**config.mk**
```make
export PLATFORM = sky130hd
export DESIGN_NAME = wb_syscall_unit
export DESIGN_NICKNAME = d
export VERILOG_FILES = /design/src/rtl/wb_syscall_unit.sv
export SDC_FILE = /design/constraint.sdc
export NUM_CORES = 1
export LEC_CHECK = 0
export BUFFER_PORTS_ARGS = -buffer_cell sky130_fd_sc_hd__buf_2
export CAP_MARGIN = 10
export CORE_ASPECT_RATIO = 2
export CORE_MARGIN = 8
export CORE_UTILIZATION = 56
export DETAILED_ROUTE_END_ITERATION = 12
export GPL_ROUTABILITY_DRIVEN = 0
export PLACE_DENSITY_LB_ADDON = 0.15
export SYNTH_ARGS = -nofsm -noshare
export SYNTH_HDL_FRONTEND = slang
export SYNTH_SLANG_ARGS = --single-unit
```
**constraint.sdc**
```tcl
create_clock -name clk -period 9.6 [get_ports clk]
set_clock_uncertainty 0.1 [all_clocks]
set_input_delay 1.92 -clock clk [delete_from_list [all_inputs] [get_ports clk]]
set_output_delay 1.92 -clock clk [all_outputs]
set_load 0.02 [all_outputs]
```
**src/rtl/wb_syscall_unit.sv**
```systemverilog
// Writeback-stage result/address select plus a syscall engine: prints signed
// ints and chars over a valid/ready byte port, halts on exit/break.
`timescale 1ns/1ps
module wb_syscall_unit #(
  parameter int unsigned RA_REG = 31
) (
  input  logic        clk,
  input  logic        rst_n,
  input  logic        RegWriteW,
  input  logic        MemtoRegW,
  input  logic [31:0] ReadDataW,
  input  logic [31:0] ALUOutW,
  input  logic [4:0]  WriteRegW,
  input  logic [31:0] PCPlus4W,
  input  logic        JalW,
  input  logic        sysW,
  input  logic        breakW,
  input  logic [31:0] regvW,
  input  logic [31:0] regaW,
  output logic        RegWriteOut,
  output logic [4:0]  WriteRegOut,
  output logic [31:0] ResultW,
  output logic        char_valid,
  output logic [7:0]  char_data,
  input  logic        char_ready,
  output logic        stall,
  output logic        halted
);

  localparam int unsigned XLEN = 32;
  localparam int unsigned RW   = 5;
  localparam int unsigned IDXW = 4;
  localparam int unsigned DIGW = 4;
  localparam int unsigned BW   = 8;
  localparam logic [IDXW-1:0] LAST_IDX = IDXW'(9);

  typedef enum logic [2:0] {
    S_IDLE,
    S_CONV,
    S_EMIT,
    S_DONE,
    S_HALT
  } state_e;

  state_e          state_q, state_d;
  logic [XLEN-1:0] mag_q, mag_d;
  logic [IDXW-1:0] idx_q, idx_d;
  logic [DIGW-1:0] digit_q, digit_d;
  logic            started_q, started_d;
  logic            last_q, last_d;
  logic [BW-1:0]   byte_q, byte_d;

  logic            sys_int, sys_char, sys_exit;
  logic [XLEN-1:0] pow_cur;

  // Power of ten consumed at conversion index 0 (10^9) .. 9 (10^0).
  function automatic logic [XLEN-1:0] pow10(input logic [IDXW-1:0] idx);
    case (idx)
      4'd0:    pow10 = 32'd1000000000;
      4'd1:    pow10 = 32'd100000000;
      4'd2:    pow10 = 32'd10000000;
      4'd3:    pow10 = 32'd1000000;
      4'd4:    pow10 = 32'd100000;
      4'd5:    pow10 = 32'd10000;
      4'd6:    pow10 = 32'd1000;
      4'd7:    pow10 = 32'd100;
      4'd8:    pow10 = 32'd10;
      default: pow10 = 32'd1;
    endcase
  endfunction

  assign ResultW     = JalW ? PCPlus4W : (MemtoRegW ? ReadDataW : ALUOutW);
  assign WriteRegOut = JalW ? RW'(RA_REG) : WriteRegW;
  assign RegWriteOut = RegWriteW | JalW;

  assign sys_int  = sysW && (regvW == 32'd1);
  assign sys_char = sysW && (regvW == 32'd11);
  assign sys_exit = sysW && (regvW == 32'd10);
  assign pow_cur  = pow10(idx_q);

  // Freeze upstream the same cycle a live syscall/break shows up in IDLE.
  assign stall = rst_n & (((state_q != S_IDLE) && (state_q != S_DONE)) ||
                          ((state_q == S_IDLE) && (breakW || sys_int || sys_char || sys_exit)));
  assign char_valid = (state_q == S_EMIT);
  assign char_data  = byte_q;
  assign halted     = (state_q == S_HALT);

  always_ff @(posedge clk or negedge rst_n) begin
    if (!rst_n) begin
      state_q   <= S_IDLE;
      mag_q     <= '0;
      idx_q     <= '0;
      digit_q   <= '0;
      started_q <= 1'b0;
      last_q    <= 1'b0;
      byte_q    <= '0;
    end else begin
      state_q   <= state_d;
      mag_q     <= mag_d;
      idx_q     <= idx_d;
      digit_q   <= digit_d;
      started_q <= started_d;
      last_q    <= last_d;
      byte_q    <= byte_d;
    end
  end

  always_comb begin
    state_d   = state_q;
    mag_d     = mag_q;
    idx_d     = idx_q;
    digit_d   = digit_q;
    started_d = started_q;
    last_d    = last_q;
    byte_d    = byte_q;
    case (state_q)
      S_IDLE: begin
        if (breakW || sys_exit) begin
          state_d = S_HALT;
        end else if (sys_char) begin
          byte_d  = regaW[7:0];
          last_d  = 1'b1;
          state_d = S_EMIT;
        end else if (sys_int) begin
          idx_d     = '0;
          digit_d   = '0;
          started_d = 1'b0;
          if (regaW[XLEN-1]) begin
            mag_d   = XLEN'(~regaW + 32'd1);
            byte_d  = 8'h2d;
            last_d  = 1'b0;
            state_d = S_EMIT;
          end else begin
            mag_d   = regaW;
            state_d = S_CONV;
          end
        end
      end
      S_CONV: begin
        if (mag_q >= pow_cur) begin
          mag_d   = mag_q - pow_cur;
          digit_d = digit_q + DIGW'(1);
        end else begin
          idx_d   = idx_q + IDXW'(1);
          digit_d = '0;
          // Skip leading zeros; the units digit always prints so 0 gives "0".
          if ((digit_q != '0) || started_q || (idx_q == LAST_IDX)) begin
            byte_d    = 8'h30 + BW'(digit_q);
            started_d = 1'b1;
            last_d    = (idx_q == LAST_IDX);
            state_d   = S_EMIT;
          end
        end
      end
      S_EMIT: begin
        if (char_ready) begin
          state_d = last_q ? S_DONE : S_CONV;
        end
      end
      S_DONE:  state_d = S_IDLE;
      S_HALT:  state_d = S_HALT;
      default: state_d = S_IDLE;
    endcase
  end

endmodule

```
==> flow_metrics.tcl, run 1 <==
set metrics [dict create \
    outcome "complete, no violations" \
    max-clock-path-buffers 2 \
    cts_buffers 5 \
    yosysUniqueCellTypes 71 \
    drcViolationCount 0 \
    synth_area_mm2 0.006197 \
    num_rows 54 \
    die_area_mm2 0.01489 \
    synth-edff-count 0 \
    p_int_uw 1021 \
    cp_max_fo 32 \
    ys_ff_latch 53 \
    clock-sinks 53 \
    yosys.area.top_type_share 0.2140 \
    port_buffers 221 \
    die_h_um 164.8 \
    yosys.area.top_type "dfrtp_1" \
    switching_share 0.5044 \
    fin_ws_ps 4168 \
    wl_per_cell_um 18.02 \
    htreeDepth 2 \
    grt_pass1_wl_um 32970 \
    p_per_area_mw_per_mm2 274.9 \
    cts-root-buf "clkbuf_16" \
    yosysMostFrequentCell "nand2_1" \
    post-place-ws_ps 4210 \
    rsz0062_at_grt "no" \
    hold_violations 0 \
    critPathRequiredTime_ps 7580 \
    place_inst 1158 \
    syn_avg_cell_area_um2 7.413 \
    min_path_type "reg -> reg" \
    grt_max_degree 71 \
    crit_buf_inv 2 \
    hold_buffers 0 \
    yosys-top-cells-area "dfrtp_1, ha_1, o21ai_0" \
    clock_latency_ps 300 \
    path_cells "buf_2, mux2i_1, o21ai_0, buf_2" \
    ir_drop_mv 0.2077 \
    ctsResizeCount 0 \
    power_frac_clock 0.104 \
    antenna_found_initial 0 \
    globalRouteOverflowTotal 0 \
    synth_fp_nets 1051 \
    vias 7092 \
    fmaxAchievable_mhz 184.1 \
    pin_count 222 \
    cpLargestDelayFamily "buffers and inverters" \
    fin_setup_tns_ps 0 \
    holdWs_ps 405.1 \
    slowest_delay_ps 680 \
    die_w_um 90.39 \
    cts_setup_buffers 0 \
    avgViaCountPerCell 6.082 \
    slew_headroom 0.3784 \
    yosys_warnings 0 \
    finalPower_uw 2061 \
    dp_hpwl_um 17250 \
    clk_pin_slew_ps 70 \
    power_frac_seq 0.183 \
    crit_type "in -> out" \
    p_switching_uw 1040 \
    fp.coreArea_mm2 0.01088 \
    final_nets 1240 \
    reg2reg_setup_slack_ps 4420 \
    netlist_instances 836 \
    critPathSlowestCell "buf_2" \
    ant_nets 0 \
    stdcell_count 1166 \
    num_antenna_cells 0 \
    fin_crit_sh 0.5658 \
    grt.total_usage 0.2700 \
    p_leak_uw 0.003576 \
    combPwrFrac 0.713 \
    setup_viol 0 \
    seq_area_frac_synth 0.2140 \
    endpoint_kind "output port" \
    cp_common_cell "buf_2" \
    dr.pass1.iters 5 \
    synthTopCellsByCount "nand2_1, o21ai_0, a21oi_1" \
    initial_core_util 0.5697 \
    cap_violations 0 \
    maxSlewViolCount 0 \
    routed_wl_um 21010 \
    nFillCells 982 \
    worst_pin_slew_ps 932.4 \
    synth_flop_cell "dfrtp_1" \
    syn2layout_area_growth_pct 20.98 \
    drive_above_1_share 0.2495 \
    fin_crit_ps 5432 \
    cp-start-kind "input port" \
    tritoncts "built" \
    drt_iter0_markers 412 \
    grt_pass1_vias 7012 \
    crit_arrival_ps 3410 \
    async_flop_share 1.000 \
]
## cells in the final DEF, fill, tap and decap left out, drive strengths merged, types with 10 or more instances in the layout
cell / count
nor4: 16
inv: 23
buf: 225
xor2: 18
a21oi: 75
o21ai: 86
nand3: 21
ha: 41
a31oi: 11
nor2: 71
mux2i: 41
dfrtp: 53
xnor2: 29
nor3: 24
o31ai: 14
or2: 11
nand2b: 10
o21a: 11
nand2: 106
nand4: 15
## cell type report
cell class                 count  area (um^2)  area share
clock inverter                 1        30.03    0.004005
multi-input combinational    716         4597      0.6132
tap                          140        175.2     0.02336
sequential                    53         1326      0.1769
inverter                      24        90.09     0.01202
timing repair buffer         225         1136      0.1515
clock buffer                   7        142.6     0.01903
## metrics by stage
stage               utilization  area [um^2]
floorplan                     -         6197
global placement         0.6733         7325
detailed placement       0.6733         7325
CTS                      0.6892         7497
global route             0.6892         7497
finish                   0.6892         7497
## metal layers
layer	wire length, um	part of all wire	track usage	up-vias
li1	-	-	-	3451
met1	7333	0.35	0.2462	3285
met2	10990	0.52	0.5145	286
met3	1202	0.057	0.05325	70
met4	1477	0.070	0.2052	0
met5	0	0	0	-
## flip-flops by register name (all words and copies together) (netlist names)
signal / flops
mag_q: 32
char_data: 8
digit_q: 4
idx_q: 4
state_q: 3
last_q: 1
started_q: 1
## path summary, 6_finish.rpt
path                                     end  cells past startpoint          from
worst max-delay path             ResultW[31]                      4     MemtoRegW
worst min-delay path            char_data[7]                      1  char_data[7]
worst max register to register      mag_q[9]                     13      idx_q[0]
worst min register to register  char_data[7]                      1  char_data[7]
max in group asynchronous          mag_q[18]                      2         rst_n
min in group asynchronous           idx_q[3]                      2         rst_n
## power by group through the flow
stage | combinational [uW] | sequential, uW | clock, uW
after floorplan | 1100 | 360 | 0
after global placement | 1420 | 376 | 0
after detailed placement | 1440 | 379 | 0
after CTS | 1450 | 375 | 216
after global routing | 1620 | 384 | 222
final | 1470 | 377 | 215
## kinds of logic (layout without fill, tap and decap cells)
logic type | Yosys count | count (layout) | share of synthesized area
muxes | 45 | 45 | 0.07349
xor gates and xnor gates | 47 | 47 | 0.06642
buffers and inverters | 67 | 257 | 0.04421
adders and majority gates | 42 | 42 | 0.08601
and+or+nand+nor | 322 | 322 | 0.2534
DFF | 53 | 53 | 0.2140
AOI/OAI and AO/OA | 260 | 260 | 0.2625
Note: power is estimated with default switching activity, not from simulation.
==> run 2, diff against run 1 <==
- ABC_AREA: unset -> 1
- CORE_UTILIZATION: 56 -> 54
- clock period: 9.6 -> 5.6 ns (I/O delays scaled with it)
==> flow_metrics.tcl, run 2 <==
set metrics [dict create \
    outcome "complete, no violations" \
    max-clock-path-buffers 2 \
    fp.coreArea_mm2 0.01336 \
    synth_top_family_by_area "simple AND/OR/NAND/NOR gates" \
    clock_latency_ps 310 \
    pin_count 222 \
    netlist_instances 1349 \
    synth_xor_area_frac 0.007148 \
    ctsResizeCount 0 \
    synth_area_mm2 0.007352 \
    synth_fa_ha_area_frac 0.07250 \
    synthTopCellsByCount "nand2_1, inv_1, nor2_1" \
    crit_type "in -> out" \
    cp_max_fo 39 \
    grt.total_usage 0.3110 \
    htreeDepth 2 \
    yosys_warnings 0 \
    slew_headroom 0.2545 \
    worstSetupStartpoint "JalW" \
    setup_viol 0 \
    async_flop_share 1.000 \
    yosysUniqueCellTypes 44 \
    ys_ff_latch 53 \
    yosys.area.top_type "nand2_1" \
    yosys-top-cells-area "nand2_1, dfrtp_1, inv_1" \
    reg2reg_from "idx_q[3]" \
    endpoint_kind "output port" \
    ir_drop_mv 0.2455 \
    min_from "char_data[3]" \
    hold_violations 0 \
    maxSlewViolCount 0 \
    vias 9238 \
    cts-root-buf "clkbuf_16" \
    yosys.area_share.simple 0.4881 \
    fmaxAchievable_mhz 256.4 \
    num_antenna_cells 0 \
    grt_pass1_wl_um 43710 \
    grt_max_degree 54 \
    clock-sinks 53 \
    fin_crit_sh 0.6966 \
    finalPower_uw 4516 \
    wl_per_cell_um 16.34 \
    initial_core_util 0.5502 \
    crit_arrival_ps 2680 \
    yosysMostFrequentCell "nand2_1" \
    final_nets 1756 \
    nFillCells 1363 \
    hold_buffers 0 \
    dr.pass1.iters 5 \
    avgViaCountPerCell 5.444 \
    yosys.area.top_type_share 0.2594 \
    num_rows 60 \
    synth_fp_nets 1564 \
    synth_compound_area_frac 0.1224 \
    syn_avg_cell_area_um2 5.450 \
    worst_pin_slew_ps 1107 \
    fin_crit_ps 3901 \
    drcViolationCount 0 \
    p_per_area_mw_per_mm2 525.0 \
    routed_wl_um 27740 \
    min_path_type "reg -> reg" \
    dp_hpwl_um 22860 \
    die_area_mm2 0.01783 \
    drive_above_1_share 0.1874 \
    die_w_um 98.51 \
    mostFrequentLayoutCells "nand2_1, buf_2, inv_1" \
    synth-edff-count 0 \
    critPathRequiredTime_ps 4380 \
    drt_iter0_markers 453 \
    final_util 0.6437 \
    largest_register "mag_q" \
    cap_violations 0 \
    ant_nets 0 \
    grt_pass1_vias 9143 \
    fin_setup_tns_ps 0 \
    rsz0062_at_grt "no" \
    syn2layout_area_growth_pct 17.00 \
    synth_flop_cell "dfrtp_1" \
    clk_pin_slew_ps 80 \
    cts_setup_buffers 0 \
    port_buffers 221 \
    largest_reg_flops 32 \
    cp-start-kind "input port" \
    p_leak_uw 0.005171 \
    synthMuxAreaShare 0 \
    antenna_found_initial 0 \
    die_h_um 181.0 \
    globalRouteOverflowTotal 0 \
    final_common_cell "nand2_1" \
    seq_area_frac_synth 0.1804 \
    cts_buffers 5 \
    tritoncts "built" \
]
run 2: cell types whose count changed after synthesis, sizes merged, moves of 11 or more:
cell / change
a21oi: +43
a31oi: -11
inv: +173
mux2i: -41
nand2: +425
nand3: +76
nor2: +88
nor3: -11
nor4: -16
o21ai: -43
o31ai: -11
xnor2: -29
xor2: -12
run 2: final cells by class:
type	instances	area (um^2)	share of cell area
Clock buffer	5	125.1	0.01455
Multi-Input combinational cell	1062	5074	0.5898
Inverter	196	740.7	0.08611
Timing Repair Buffer	223	1121	0.1303
Clock inverter	3	21.27	0.002473
Tap cell	155	193.9	0.02255
Sequential cell	53	1326	0.1542
run 2: path summary, 6_finish.rpt:
kind	to	depth (start not counted)	slack, ps
max	ResultW[22]	5	1700
min in group asynchronous	mag_q[17]	2	1000
min	char_data[3]	2	370
min reg2reg	char_data[3]	2	370
max reg2reg	mag_q[0]	15	1860
max in group asynchronous	mag_q[29]	2	3890
run 2: cell families (layout without fill, tap and decap cells):
family	Yosys count	after routing
AO/OA/AOI/OAI	172	172
XOR/XNOR	6	6
adder cells (fa/ha/maj)	42	42
buffers and inverters	234	427
flip-flops	53	53
AND/OR/NAND/NOR	842	842
run 2: worst max-delay path: stages:
cell,delay [ps]
buf_2,470
inv_1,600
nor2_1,270
a21oi_1,50
buf_2,160
run 2: per-stage QoR:
stage / std cells / area (um^2) / setup WS, ps / hold slack, ps
5_1_grt: 1697 / 8602 / 1526 / 398.8
2_1_floorplan: 1349 / 7352 / 2305 / 342.2
4_1_cts: 1697 / 8602 / 1723 / 376.1
3_5_place_dp: 1689 / 8456 / 1723 / 358.7
6_report: 1697 / 8602 / 1699 / 370.9
3_3_place_gp: 1689 / 8456 / 1765 / 351.7
run 2: power by group:
group,internal [uW],switching [uW],leakage (uW)
Sequential,546,160,0.000674
Clock,167,160,0.0000702
Combinational,1110,2380,0.00443
run 2: routing by layer:
layer	vias to the layer above	routed length [um]	track usage
met5	-	0	0
met4	0	2709	0.2972
met3	137	1704	0.07008
met2	384	14610	0.5779
met1	4107	8716	0.2599
li1	4610	-	-
==> run 3, diff against run 2 <==
- ABC_AREA: 1 -> 0
- CORE_UTILIZATION: 54 -> 52
- clock period: 5.6 -> 3.8 ns (I/O delays scaled with it)
==> flow_metrics.tcl, run 3 (same netlist as run 1, synthesis figures left out) <==
set metrics [dict create \
    dp_hpwl_um 18260 \
    htreeDepth 2 \
    switching_share 0.4948 \
    fin_ws_ps -11.76 \
    place_inst 1205 \
    tritoncts "built" \
    stdcell_count 1214 \
    num_antenna_cells 0 \
    cp-start-kind "flip-flop" \
    fin_crit_ps 3812 \
    fin_setup_tns_ps -45.01 \
    dr.pass1.iters 7 \
    grt.total_usage 0.2705 \
    cpLargestDelayFamily "simple AND/OR/NAND/NOR gates" \
    crit_arrival_ps 3900 \
    path_cells "buf_4, ha_1, and2_1, a211o_1, ha_2, nand4_1, nor3_1, or3b_1, o211ai_1, a21oi_2, or2_4, buf_12, buf_4, nor2_1, a21oi_1" \
    ir_drop_mv 0.5878 \
    slew_headroom 0.5111 \
    grt_pass1_vias 7275 \
    final_util 0.6771 \
    die_h_um 170.4 \
    grt_pass1_wl_um 35000 \
    clock-sinks 53 \
    setup_viol 5 \
    power_frac_seq 0.166 \
    p_per_area_mw_per_mm2 721.2 \
    multiInputGateArea_mm2 0.004661 \
    largest_register "mag_q" \
    clk_pin_slew_ps 80 \
    fin_crit_sh 1.003 \
    cts_buffers 5 \
    hold_buffers 0 \
    cts-root-buf "clkbuf_16" \
    outcome "finished with violations" \
    register_area_mm2 0.001329 \
    crit_buf_inv 3 \
    cap_violations 0 \
    critPathRequiredTime_ps 3890 \
    antenna_found_initial 0 \
    drcViolationCount 0 \
    avgViaCountPerCell 6.049 \
    worst_pin_slew_ps 723.9 \
    p_int_uw 2887 \
    maxSlewViolCount 0 \
    ant_nets 0 \
    initial_core_util 0.5296 \
    routed_wl_um 22730 \
    cp_common_cell "buf_4" \
    slowest_delay_ps 470 \
    drt_iter0_markers 503 \
    hold_violations 0 \
    p_leak_uw 0.003792 \
    mostFrequentLayoutCells "buf_2, nand2_1, o21ai_0" \
    place_area_mm2 0.007659 \
    endpoint_kind "flip-flop" \
    num_rows 56 \
    p_switching_uw 2827 \
    fmaxAchievable_mhz 262.3 \
    final_nets 1283 \
    fp.coreArea_mm2 0.01170 \
    max-clock-path-buffers 2 \
    globalRouteOverflowTotal 0 \
    power_frac_clock 0.096 \
    largest_reg_flops 32 \
    vias 7343 \
    wl_per_cell_um 18.72 \
    critPathSlowestCell "o211ai_1" \
    pin_count 222 \
    grt_max_degree 54 \
    min_path_type "reg -> reg" \
    cp_max_fo 18 \
    finalPower_uw 5714 \
    combPwrFrac 0.738 \
    violations "setup timing" \
    die_w_um 93.20 \
    port_buffers 221 \
    drive_above_1_share 0.3003 \
    final_common_cell "buf_2" \
    syn2layout_area_growth_pct 27.84 \
    die_area_mm2 0.01588 \
    clock_latency_ps 300 \
    design_area_mm2 0.007923 \
    nFillCells 1091 \
    crit_type "reg -> reg" \
]
## run 3: worst min-delay path, stage by stage, from the launching register on
cell and delay, ps:
dfrtp_1 360, nand2_1 70, o31ai_2 50
## run 3: routing by layer
layer | part of all wire | global-route usage | vias to the layer above
li1 | - | - | 3530
met1 | 0.34 | 0.2602 | 3391
met2 | 0.52 | 0.5039 | 334
met3 | 0.071 | 0.04987 | 88
met4 | 0.065 | 0.1780 | 0
met5 | 0 | 0 | -
## run 3: final cells by class
| class | count | area share |
|---|---|---|
| Tap cell | 145 | 0.02290 |
| Clock inverter | 1 | 0.003790 |
| Timing Repair Buffer | 268 | 0.1879 |
| Clock buffer | 7 | 0.01800 |
| Sequential cell | 53 | 0.1677 |
| Multi-Input combinational cell | 716 | 0.5883 |
| Inverter | 24 | 0.01137 |
## run 3: worst paths after layout
kind                           start         to  slack, ps  depth (start not counted)
max                         idx_q[0]  mag_q[17]        -10                         15
min                        mag_q[23]  mag_q[23]        410                          2
max reg2reg                 idx_q[0]  mag_q[17]        -10                         15
min reg2reg                mag_q[23]  mag_q[23]        410                          2
max in group asynchronous      rst_n   idx_q[0]       2560                          2
min in group asynchronous      rst_n   idx_q[3]        510                          2
## run 3: power by group through the flow
stage	Clock [uW]	Combinational [uW]	Sequential (uW)
6_report	551	4220	947
5_1_grt	567	4630	966
4_1_cts	549	4030	940
3_5_place_dp	0	4000	947
3_3_place_gp	0	3960	946
2_1_floorplan	0	2790	909
## run 3: timing repair
| item | in CTS | in global routing |
|---|---|---|
| setup buffers | 0 | 0 |
| cloned | 0 | 1 |
| endpoints found under the setup margin | 5 | 46 |
| resized for setup | 2 | 25 |
| pin swaps | 0 | 5 |
## run 3: per-stage QoR
| step | worst slack (ps) | hold WS, ps |
|---|---|---|
| floorplan | 206.3 | 364.2 |
| global placement | -14.19 | 381.7 |
| detailed placement | -0.4248 | 395.6 |
| CTS | 48.78 | 412.3 |
| global route | -158.2 | 430.8 |
| finish | -11.76 | 414.7 |
